### src/rtl/ifu_pkg.sv
// rtl/ifu_pkg.sv - shared types and constants for the instruction fetch unit
package ifu_pkg;

    typedef enum logic {FETCH, HOLD} ifu_state_t;

    localparam int          BYTES_PER_WORD = 4;
    localparam logic [31:0] RESET_PC       = 32'h0;

    typedef struct packed {
        logic [31:0] instr;
        logic [31:0] pc;
    } ifu_entry_t;

endpackage

### src/rtl/instr_fetch_unit_if.sv
// rtl/instr_fetch_unit_if.sv - memory, redirect and instruction handshake bundle
interface instr_fetch_unit_if #(
    parameter int IMEM_AW = 7
);
    logic [IMEM_AW-1:0] imem_addr;
    logic [7:0]         imem_rdata;
    logic               redirect;
    logic [31:0]        redirect_pc;
    logic               instr_valid;
    logic               instr_ready;
    logic [31:0]        instr;
    logic [31:0]        instr_pc;
    logic [31:0]        instr_pc4;

    modport master (
        output imem_addr, instr_valid, instr, instr_pc, instr_pc4,
        input  imem_rdata, redirect, redirect_pc, instr_ready
    );

    modport slave (
        input  imem_addr, instr_valid, instr, instr_pc, instr_pc4,
        output imem_rdata, redirect, redirect_pc, instr_ready
    );
endinterface

### src/rtl/ifu_queue.sv
// rtl/ifu_queue.sv - prefetch FIFO of {instr, pc} with flush and push-on-full-with-pop
module ifu_queue
    import ifu_pkg::*;
#(
    parameter int QDEPTH = 2
) (
    input  logic       clk,
    input  logic       rst,
    input  logic       flush,
    input  logic       push,
    input  ifu_entry_t push_data,
    input  logic       pop,
    output logic       full,
    output logic       empty,
    output ifu_entry_t head
);
    localparam int PW = $clog2(QDEPTH);

    logic [PW:0] wr_ptr, rd_ptr;
    ifu_entry_t  mem [QDEPTH];
    logic        do_pop, do_push;

    assign empty   = (wr_ptr == rd_ptr);
    assign full    = (wr_ptr[PW-1:0] == rd_ptr[PW-1:0]) && (wr_ptr[PW] != rd_ptr[PW]);
    assign do_pop  = pop & ~empty;
    // A pop frees the slot in the same cycle, so a full queue can still accept
    assign do_push = push & (~full | do_pop);
    assign head    = empty ? '0 : mem[rd_ptr[PW-1:0]];

    always_ff @(posedge clk or posedge rst) begin
        if (rst) begin
            wr_ptr <= '0;
            rd_ptr <= '0;
        end else if (flush) begin
            wr_ptr <= '0;
            rd_ptr <= '0;
        end else begin
            if (do_push) wr_ptr <= wr_ptr + (PW+1)'(1);
            if (do_pop)  rd_ptr <= rd_ptr + (PW+1)'(1);
        end
    end

    always_ff @(posedge clk) begin
        if (do_push && !flush) mem[wr_ptr[PW-1:0]] <= push_data;
    end
endmodule

### src/rtl/instr_fetch_unit.sv
// rtl/instr_fetch_unit.sv - byte-serial big-endian instruction fetch with prefetch queue
module instr_fetch_unit
    import ifu_pkg::*;
#(
    parameter int IMEM_AW = 7,
    parameter int QDEPTH  = 2
) (
    input  logic                clk,
    input  logic                rst,
    instr_fetch_unit_if.master  bus
);
    localparam logic [1:0] LAST_BYTE = 2'(BYTES_PER_WORD - 1);

    ifu_state_t  state, state_nxt;
    logic [31:0] fetch_pc;
    logic [1:0]  byte_cnt;
    logic [31:0] asm_word;
    logic [4:0]  lane_lsb;
    logic        q_full, q_empty, pop, push, slot_free;
    ifu_entry_t  push_entry, head;

    assign bus.imem_addr   = fetch_pc[IMEM_AW-1:0] + IMEM_AW'(byte_cnt);
    assign bus.instr_valid = ~q_empty;
    assign bus.instr       = head.instr;
    assign bus.instr_pc    = head.pc;
    assign bus.instr_pc4   = q_empty ? '0 : head.pc + 32'(BYTES_PER_WORD);

    assign pop       = bus.instr_valid & bus.instr_ready;
    assign slot_free = ~q_full | pop;
    // Byte at PC lands in bits 31:24
    assign lane_lsb  = {LAST_BYTE - byte_cnt, 3'b000};

    always_comb begin
        state_nxt        = state;
        push             = 1'b0;
        push_entry       = '0;
        push_entry.instr = asm_word;
        push_entry.pc    = fetch_pc;
        case (state)
            FETCH: begin
                if (byte_cnt == LAST_BYTE) begin
                    push_entry.instr = {asm_word[31:8], bus.imem_rdata};
                    if (slot_free) push = 1'b1;
                    else           state_nxt = HOLD;
                end
            end
            HOLD: begin
                if (slot_free) begin
                    push      = 1'b1;
                    state_nxt = FETCH;
                end
            end
            default: state_nxt = FETCH;
        endcase
        if (bus.redirect) begin
            push      = 1'b0;
            state_nxt = FETCH;
        end
    end

    always_ff @(posedge clk or posedge rst) begin
        if (rst) begin
            state    <= FETCH;
            fetch_pc <= RESET_PC;
            byte_cnt <= '0;
            asm_word <= '0;
        end else begin
            state <= state_nxt;
            if (bus.redirect) begin
                fetch_pc <= bus.redirect_pc & ~32'h3;
                byte_cnt <= '0;
                asm_word <= '0;
            end else begin
                // The last capture leaves the full word in asm_word for HOLD
                if (state == FETCH) asm_word[lane_lsb +: 8] <= bus.imem_rdata;
                if (push) begin
                    fetch_pc <= fetch_pc + 32'(BYTES_PER_WORD);
                    byte_cnt <= '0;
                end else if (state == FETCH && byte_cnt != LAST_BYTE) begin
                    byte_cnt <= byte_cnt + 2'd1;
                end
            end
        end
    end

    ifu_queue #(.QDEPTH(QDEPTH)) u_queue (
        .clk       (clk),
        .rst       (rst),
        .flush     (bus.redirect),
        .push      (push),
        .push_data (push_entry),
        .pop       (pop),
        .full      (q_full),
        .empty     (q_empty),
        .head      (head)
    );
endmodule

### src/flat_wrapper.sv
// flat-port wrapper written by rule: the top's interface ports become plain ports
module instr_fetch_unit_flat import ifu_pkg::*;
#(
    parameter int IMEM_AW = 7,
    parameter int QDEPTH  = 2
)
  (clk, rst, bus_imem_addr, bus_instr_valid, bus_instr, bus_instr_pc, bus_instr_pc4, bus_imem_rdata, bus_redirect, bus_redirect_pc, bus_instr_ready);
  instr_fetch_unit_if #(.IMEM_AW(IMEM_AW)) bus_i ();
  input  logic clk;
  input  logic rst;
  output wire logic [$bits(bus_i.imem_addr)-1:0] bus_imem_addr;
  output wire logic [$bits(bus_i.instr_valid)-1:0] bus_instr_valid;
  output wire logic [$bits(bus_i.instr)-1:0] bus_instr;
  output wire logic [$bits(bus_i.instr_pc)-1:0] bus_instr_pc;
  output wire logic [$bits(bus_i.instr_pc4)-1:0] bus_instr_pc4;
  input wire logic [$bits(bus_i.imem_rdata)-1:0] bus_imem_rdata;
  input wire logic [$bits(bus_i.redirect)-1:0] bus_redirect;
  input wire logic [$bits(bus_i.redirect_pc)-1:0] bus_redirect_pc;
  input wire logic [$bits(bus_i.instr_ready)-1:0] bus_instr_ready;
  assign bus_imem_addr = bus_i.imem_addr;
  assign bus_instr_valid = bus_i.instr_valid;
  assign bus_instr = bus_i.instr;
  assign bus_instr_pc = bus_i.instr_pc;
  assign bus_instr_pc4 = bus_i.instr_pc4;
  assign bus_i.imem_rdata = bus_imem_rdata;
  assign bus_i.redirect = bus_redirect;
  assign bus_i.redirect_pc = bus_redirect_pc;
  assign bus_i.instr_ready = bus_instr_ready;
  instr_fetch_unit #(.IMEM_AW(IMEM_AW), .QDEPTH(QDEPTH)) u_core (.clk(clk), .rst(rst), .bus(bus_i));
endmodule
### config.mk
export PLATFORM = sky130hd
export DESIGN_NAME = instr_fetch_unit_flat
export DESIGN_NICKNAME = d
export VERILOG_FILES = /design/src/rtl/ifu_pkg.sv /design/src/rtl/instr_fetch_unit_if.sv /design/src/rtl/ifu_queue.sv /design/src/rtl/instr_fetch_unit.sv /design/src/flat_wrapper.sv
export SDC_FILE = /design/constraint.sdc
export NUM_CORES = 1
export LEC_CHECK = 0
export BUFFER_PORTS_ARGS = -buffer_cell sky130_fd_sc_hd__buf_2
export CORE_MARGIN = 2
export CORE_UTILIZATION = 56
export DETAILED_ROUTE_END_ITERATION = 6
export PLACE_DENSITY = 0.83
export SLEW_MARGIN = 5
export SYNTH_ARGS = -nofsm -noshare
export SYNTH_HDL_FRONTEND = slang
export SYNTH_SLANG_ARGS = --single-unit
### constraint.sdc
create_clock -name clk -period 8.3 [get_ports clk]
set_clock_uncertainty 0.15 [all_clocks]
set_input_delay 2.49 -clock clk [delete_from_list [all_inputs] [get_ports clk]]
set_output_delay 2.49 -clock clk [all_outputs]
set_load 0.01 [all_outputs]
==> out/metrics.yaml, run 1 <==
outcome:
  status: "completed"
placed_design:
  hpwlAfterDp_microns: 14300
  dp.cells: 1095
  routabilityCongestion: 0.833
  portBuffers: 141
yosys:
  synth_compound_area_frac: 0.0866
  synthSimpleGateAreaFrac: 0.154
  muxShareOfSynthArea: 0.0828
  synth_xor_area_frac: 0.0458
  synth_fa_ha_area_frac: 0.00817
  synthFlopType: "edfxtp_1"
  syn_avg_cell_area_sq_um: 11.9
  synth_top_family_by_area: "simple AND/OR/NAND/NOR gates"
  seq_area_frac_synth: 0.593
  synth_edf_count: 124
  ys_ff_latch: 193
  syn_area_sq_um: 9180
  yosys_warnings: 0
  netlist_instances: 773
  synthArstFlopShare: 0.358
  yosysUniqueCellTypes: 57
detailed_routing:
  drt-initial-drc-count: 780
  dr_wl_met3_microns: 1720
  drt-pass1-iter-count: 6
  wl_per_cell_microns: 19.1
  via_per_inst: 5.98
  m1WireLength_microns: 9490
  drc: 0
  wl_microns: 21600
  dr_wl_met2_microns: 9920
  num_vias: 6745
  top_layer: "met5"
  ant_nets: 0
clock_network:
  htree_num_levels: 4
  cts_resized: 0
  post_cts_buffers: 0
  cts_root_buf: "clkbuf_16"
  cts_buffers: 17
  clockBufferDepth: 2
  clock_sinks: 193
  clock_latency_ps: 430
  tritoncts: "built"
  hold_buffers: 0
  clk_pin_slew_ps: 80
pwr:
  power_switching_mw: 0.666
  combPwrFrac: 0.157
  pwr_density_cell_nw_per_um2: 216
  clock_power_share: 0.359
  ir_drop_v: 0.000160
  intPower_mw: 1.63
  leakagePower_nw: 4.13
  sw_frac_of_total: 0.290
  p_seq_frac: 0.484
worst_setup_path:
  crit_fanout: 63
  arrival_ps: 4050
  worstSetupEndpointType: "output port"
  crit_type: "register to output port"
  required_ps: 5660
  critPathLaunchType: "register"
  reg2regPathDepth: 5
timing:
  fin_crit_sh: 0.806
  worstMarginPinSlew_ps: 1140
  slew-limit-headroom: 0.231
  fmax_ghz: 0.150
  period_needed_ps: 6690
  rsz0062_at_grt: "no"
  hold_viol: 0
  slew_violations: 0
  finalSetupTns_ps: 0
  setup_viol: 0
global_route:
  gr-total-overflow: 0
  grt_pass1_wl_microns: 34200
  globalRouteTotalUtil: 0.250
  antenna_found_initial: 1
  grt_pass1_vias: 6441
  grt_max_degree: 80
layout:
  layoutNonFillerInstCount: 1127
  final_net_count: 948
  final_util: 0.668
  layout_commonest_cell: "buf_2"
  layout_common_cells: "141 x buf_2, 124 x edfxtp_1, 76 x nor2_1, 70 x nand2_1, 68 x dfrtp_1"
  area_growth_pct: 16.0
  drive_gt1_frac: 0.231
  n_antenna_cell: 0
floorplanning:
  core_sq_um: 15900
  die_h_microns: 132
  die-area_sq_um: 17400
  die_w_microns: 132
  core.rowCount: 46
  start_util: 0.576
  ios: 148
min_path:
  hold_class: "register to register"
  worstHoldPathCells: 0
flow_run:
  drv_cap: 0
==> state kept, by name (all words and copies together), names as in the netlist <==
| register | count |
|---|---|
| u_core.asm_word | 32 |
| u_core.u_queue.rd_ptr | 2 |
| u_core.u_queue.mem | 124 |
| u_core.byte_cnt | 2 |
| u_core.fetch_pc | 30 |
| u_core.state | 1 |
| u_core.u_queue.wr_ptr | 2 |
==> synthesized netlist by cell type, drive strengths merged (2+ instances only) <==
master / number / share of area
nor3: 16 / 0.0087
a22oi: 3 / 0.0030
nor2: 77 / 0.031
nand2: 70 / 0.029
nor4: 11 / 0.0075
o31a: 3 / 0.0029
a211oi: 2 / 0.0016
and4: 4 / 0.0038
o21ai: 37 / 0.020
o21a: 2 / 0.0016
xnor2: 23 / 0.022
nor2b: 6 / 0.0041
a22o: 30 / 0.029
nand3b: 9 / 0.0074
and2: 11 / 0.0075
and3: 7 / 0.0048
nor4b: 4 / 0.0045
ha: 6 / 0.0082
or4: 5 / 0.0041
edfxtp: 124 / 0.41
a221oi: 2 / 0.0026
clkbuf: 24 / 0.0098
nand4b: 3 / 0.0029
o31ai: 6 / 0.0049
dfrtp: 69 / 0.19
nand4: 24 / 0.016
a21oi: 15 / 0.0082
mux2: 16 / 0.020
buf: 23 / 0.016
inv: 6 / 0.0025
mux2i: 58 / 0.063
nand2b: 2 / 0.0014
nand3: 34 / 0.019
a2111oi: 2 / 0.0027
xor2: 25 / 0.024
==> worst paths after layout <==
| check | start | endpoint | slack, ps |
|---|---|---|---|
| max in group asynchronous | rst | u_core.u_queue.rd_ptr[0] | 5140 |
| worst min-delay path | u_core.asm_word[17] | u_core.u_queue.mem[1][49] | 320 |
| worst max register to register | u_core.u_queue.rd_ptr[0] | u_core.u_queue.mem[0][59] | 4370 |
| min in group asynchronous | rst | u_core.asm_word[2] | 2180 |
| worst max-delay path | u_core.u_queue.rd_ptr[0] | bus_instr_pc4[22] | 1610 |
| worst min register to register | u_core.asm_word[17] | u_core.u_queue.mem[1][49] | 320 |
==> worst max-delay path, cell delays in order, from the launching register on <==
cell and delay [ps]:
dfrtp_4 960, mux2i_1 320, a21oi_1 440, ha_1 320
nor2b_1 440, nand4_1 410, o31a_1 400, nor3_1 150
buf_2 170
==> cell families after synthesis <==
| logic type | Yosys count |
|---|---|
| fa+ha+maj | 6 |
| buf+inv | 53 |
| flops | 193 |
| other cells | 1 |
| mux | 74 |
| compound gates | 112 |
| simple gates | 286 |
| xor+xnor | 48 |
==> area by class of cell <==
cell class | instances | area, sq um
Fill cell | 1164 | 5290
Clock buffer | 17 | 425
Multi-Input combinational cell | 530 | 3510
Clock inverter | 15 | 195
Timing Repair Buffer | 150 | 773
Sequential cell | 193 | 5450
Inverter | 6 | 22.5
Tap cell | 216 | 270
==> power by group through the flow <==
stage	clock, mW	combinational [mW]	sequential [mW]
3_5_place_dp	0	0.357	1.13
6_report	0.826	0.360	1.11
3_3_place_gp	0	0.352	1.13
2_1_floorplan	0	0.253	1.10
5_1_grt	0.870	0.394	1.12
4_1_cts	0.832	0.360	1.11
==> per-layer routing <==
metal	GRT usage	vias to the layer above
met3	0.0527	43
li1	-	3110
met5	0	-
met4	0.0882	2
met2	0.380	316
met1	0.361	3274
==> stage by stage <==
stage                     worst slack, ps  hold slack (ps)  area [sq um]  total power, mW
after detailed placement             2170              311         10000             1.49
after global placement               2240              297         10000             1.48
after global routing                 1380              338         10700             2.38
after CTS                            1680              325         10700             2.30
final                                1610              323         10700             2.30
after floorplan                       255              292          9200             1.36
Note: power is estimated with default switching activity, not from simulation.
==> run 2: changes to the inputs <==
--- a/config.mk
+++ b/config.mk
@@ -7,9 +7,9 @@
 export LEC_CHECK = 0
 export BUFFER_PORTS_ARGS = -buffer_cell sky130_fd_sc_hd__buf_2
 export CORE_MARGIN = 2
-export CORE_UTILIZATION = 56
+export CORE_UTILIZATION = 51
 export DETAILED_ROUTE_END_ITERATION = 6
-export PLACE_DENSITY = 0.83
+export PLACE_DENSITY = 0.8
 export SLEW_MARGIN = 5
 export SYNTH_ARGS = -nofsm -noshare
 export SYNTH_HDL_FRONTEND = slang
==> constraint.sdc (replaced) <==
create_clock -name clk -period 5.65 [get_ports clk]
set_clock_uncertainty 0.15 [all_clocks]
set_input_delay 1.695 -clock clk [delete_from_list [all_inputs] [get_ports clk]]
set_output_delay 1.695 -clock clk [all_outputs]
set_load 0.01 [all_outputs]
==> run 2 against run 1 <==
  * Utilization decreased by 6.8 points
  * Register-to-register slack worse by 1700 ps
  * Critical path depth unchanged
  * First-iteration DRC count shrank 21%
  * Combinational power rose by 52%
  * Sequential cell count is the same
  * Wire length about the same
  * Setup slack got worse by 1400 ps
  * Via count decreased by 0.85%
  * Critical path type unchanged
  * Highest routed layer is now met4
==> out/metrics.yaml, run 2 (synthesis results as in run 1) <==
worst_setup_path:
  r2r_slack_ps: 2720  # was 4370 ps
  critPathLaunchType: "register"  # unchanged
  critPathBufInv: 1  # unchanged
  startpoint: "u_core.u_queue.rd_ptr[0]"  # unchanged
  cp_slowest_cell: "dfrtp_4"  # unchanged
  cp.depth: 8  # unchanged
  worstSetupEndpointType: "output port"  # unchanged
  critPathTopFamily: "simple AND/OR/NAND/NOR gates"  # unchanged
  worstReg2RegStart: "u_core.u_queue.rd_ptr[0]"  # unchanged
  crit_fanout: 20  # was 63
  timing.critical_path.cells: "mux2i_1, a21oi_1, ha_1, nor2b_1, nand4_1, o31a_1, nor3_1, buf_2"  # unchanged
  crit_type: "register to output port"  # unchanged
  reg2regPathDepth: 5  # unchanged
  arrival_ps: 3550  # was 4050 ps
  r2r-end: "u_core.u_queue.mem[1][33]"  # was u_core.u_queue.mem[0][59]
  slowest_delay_ps: 600  # was 960 ps
  required_ps: 3810  # was 5660 ps
  cp-endpoint: "bus_instr_pc4[18]"  # was bus_instr_pc4[22]
global_route:
  gr-total-overflow: 0  # unchanged
  grt_max_degree: 83  # was 80
  antenna_found_initial: 0  # was 1
  grt_pass1_vias: 6524  # was 6441
  grt_pass1_wl_microns: 34500  # was 34200 microns
  globalRouteTotalUtil: 0.227  # was 0.250
layout:
  area_growth_pct: 16.6  # was 16.0%
  layout_commonest_cell: "buf_2"  # unchanged
  post-route-cell-area_sq_um: 10700  # about the same
  largest_reg_flops: 124  # unchanged
  drive_gt1_frac: 0.231  # unchanged
  final_net_count: 948  # unchanged
  n_antenna_cell: 0  # unchanged
  fillCellCount: 1389  # was 1164
  layout_common_cells: "141 x buf_2, 124 x edfxtp_1, 76 x nor2_1, 70 x nand2_1, 68 x dfrtp_1"  # unchanged
timing:
  slew_violations: 0  # unchanged
  period_needed_ps: 5390
  fmax_ghz: 0.185
  hold_viol: 0  # unchanged
  rsz0062_at_grt: "no"  # unchanged
  slew-limit-headroom: 0.304  # was 0.231
  worstMarginPinSlew_ps: 1030  # was 1140 ps
  fin_crit_sh: 0.954
  finalSetupTns_ps: 0  # unchanged
  setup_viol: 0  # unchanged
detailed_routing:
  ant_nets: 0  # unchanged
  num_vias: 6688  # was 6745
  wl_microns: 21600  # about the same
  drt-initial-drc-count: 619  # was 780
  drt-pass1-iter-count: 5  # was 6
  drc: 0  # unchanged
  via_per_inst: 5.87  # was 5.98
  wl_per_cell_microns: 18.9  # was 19.1 microns
clock_network:
  clock_sinks: 193  # unchanged
  clockBufferDepth: 2  # unchanged
  htree_num_levels: 4  # unchanged
  hold_buffers: 0  # unchanged
  cts_root_buf: "clkbuf_16"  # unchanged
  clock_latency_ps: 430  # about the same
  clk_pin_slew_ps: 80  # about the same
  tritoncts: "built"  # unchanged
  cts_resized: 0  # unchanged
  cts_buffers: 17  # unchanged
  post_cts_buffers: 0  # unchanged
placed_design:
  routabilityCongestion: 0.870  # was 0.833
  dpl_cell_area_sq_um: 10100  # was 10000 sq um
  hpwlAfterDp_microns: 14600  # was 14300 microns
  portBuffers: 141  # unchanged
floorplanning:
  core.rowCount: 49  # was 46
  die_h_microns: 138  # was 132 microns
  die-area_sq_um: 19100  # was 17400 sq um
  start_util: 0.515  # was 0.576
  ios: 148  # unchanged
  die_w_microns: 138  # was 132 microns
  core_sq_um: 17800  # was 15900 sq um
outcome:
  status: "completed"  # unchanged
min_path:
  hold_class: "register to register"  # unchanged
flow_run:
  drv_cap: 0  # unchanged
pwr:
  ir_drop_v: 0.000234  # was 0.000160 V
  leakagePower_nw: 4.14  # was 4.13 nW
  pwr_density_cell_nw_per_um2: 314  # was 216 nW/um^2
## run 2: report_power, final
| part | internal [mW] | leakage, nW | switching, mW |
|---|---|---|---|
| clock network | 0.616 | 0.300 | 0.582 |
| registers | 1.56 | 2.03 | 0.0662 |
| logic | 0.207 | 1.81 | 0.340 |
## run 2: how the worst min path moves through the flow
stage                                           end  slack, ps                 from  cells after the start
after global placement    u_core.u_queue.mem[0][43]        300  u_core.asm_word[11]                      0
final                     u_core.u_queue.mem[1][42]        330  u_core.asm_word[10]                      0
after detailed placement  u_core.u_queue.mem[0][41]        310   u_core.asm_word[9]                      0
after global routing      u_core.u_queue.mem[0][52]        330  u_core.asm_word[20]                      0
after CTS                 u_core.u_queue.mem[1][48]        320  u_core.asm_word[16]                      0
after floorplan           u_core.u_queue.mem[0][40]        290   u_core.asm_word[8]                      0
## run 2: area by class of cell
cell class	count	area [sq um]	share of cell area
clock inverter	14	178	0.0166
clock buffer	18	439	0.0410
tap	229	287	0.0268
sequential	193	5450	0.509
multi-input combinational	530	3520	0.328
inverter	6	22.5	0.00210
timing repair buffer	150	811	0.0757
## run 2: stage by stage
| step | power (mW) | utilization | hold slack (ps) | worst slack [ps] | cells |
|---|---|---|---|---|---|
| 2_1_floorplan | 1.99 | - | 292 | 296 | 776 |
| 3_3_place_gp | 2.18 | 0.566 | 297 | 810 | 1108 |
| 6_report | 3.37 | 0.600 | 332 | 259 | 1140 |
| 4_1_cts | 3.38 | 0.600 | 324 | 286 | 1140 |
| 5_1_grt | 3.49 | 0.600 | 334 | 26.9 | 1140 |
| 3_5_place_dp | 2.19 | 0.566 | 309 | 758 | 1108 |
## run 2: routing by layer
layer | wire length [microns] | global-route usage | vias up
li1 | - | - | 3119
met1 | 9410 | 0.323 | 3231
met2 | 10200 | 0.355 | 306
met3 | 1640 | 0.0433 | 32
met4 | 378 | 0.0768 | 0
met5 | 0 | 0 | -
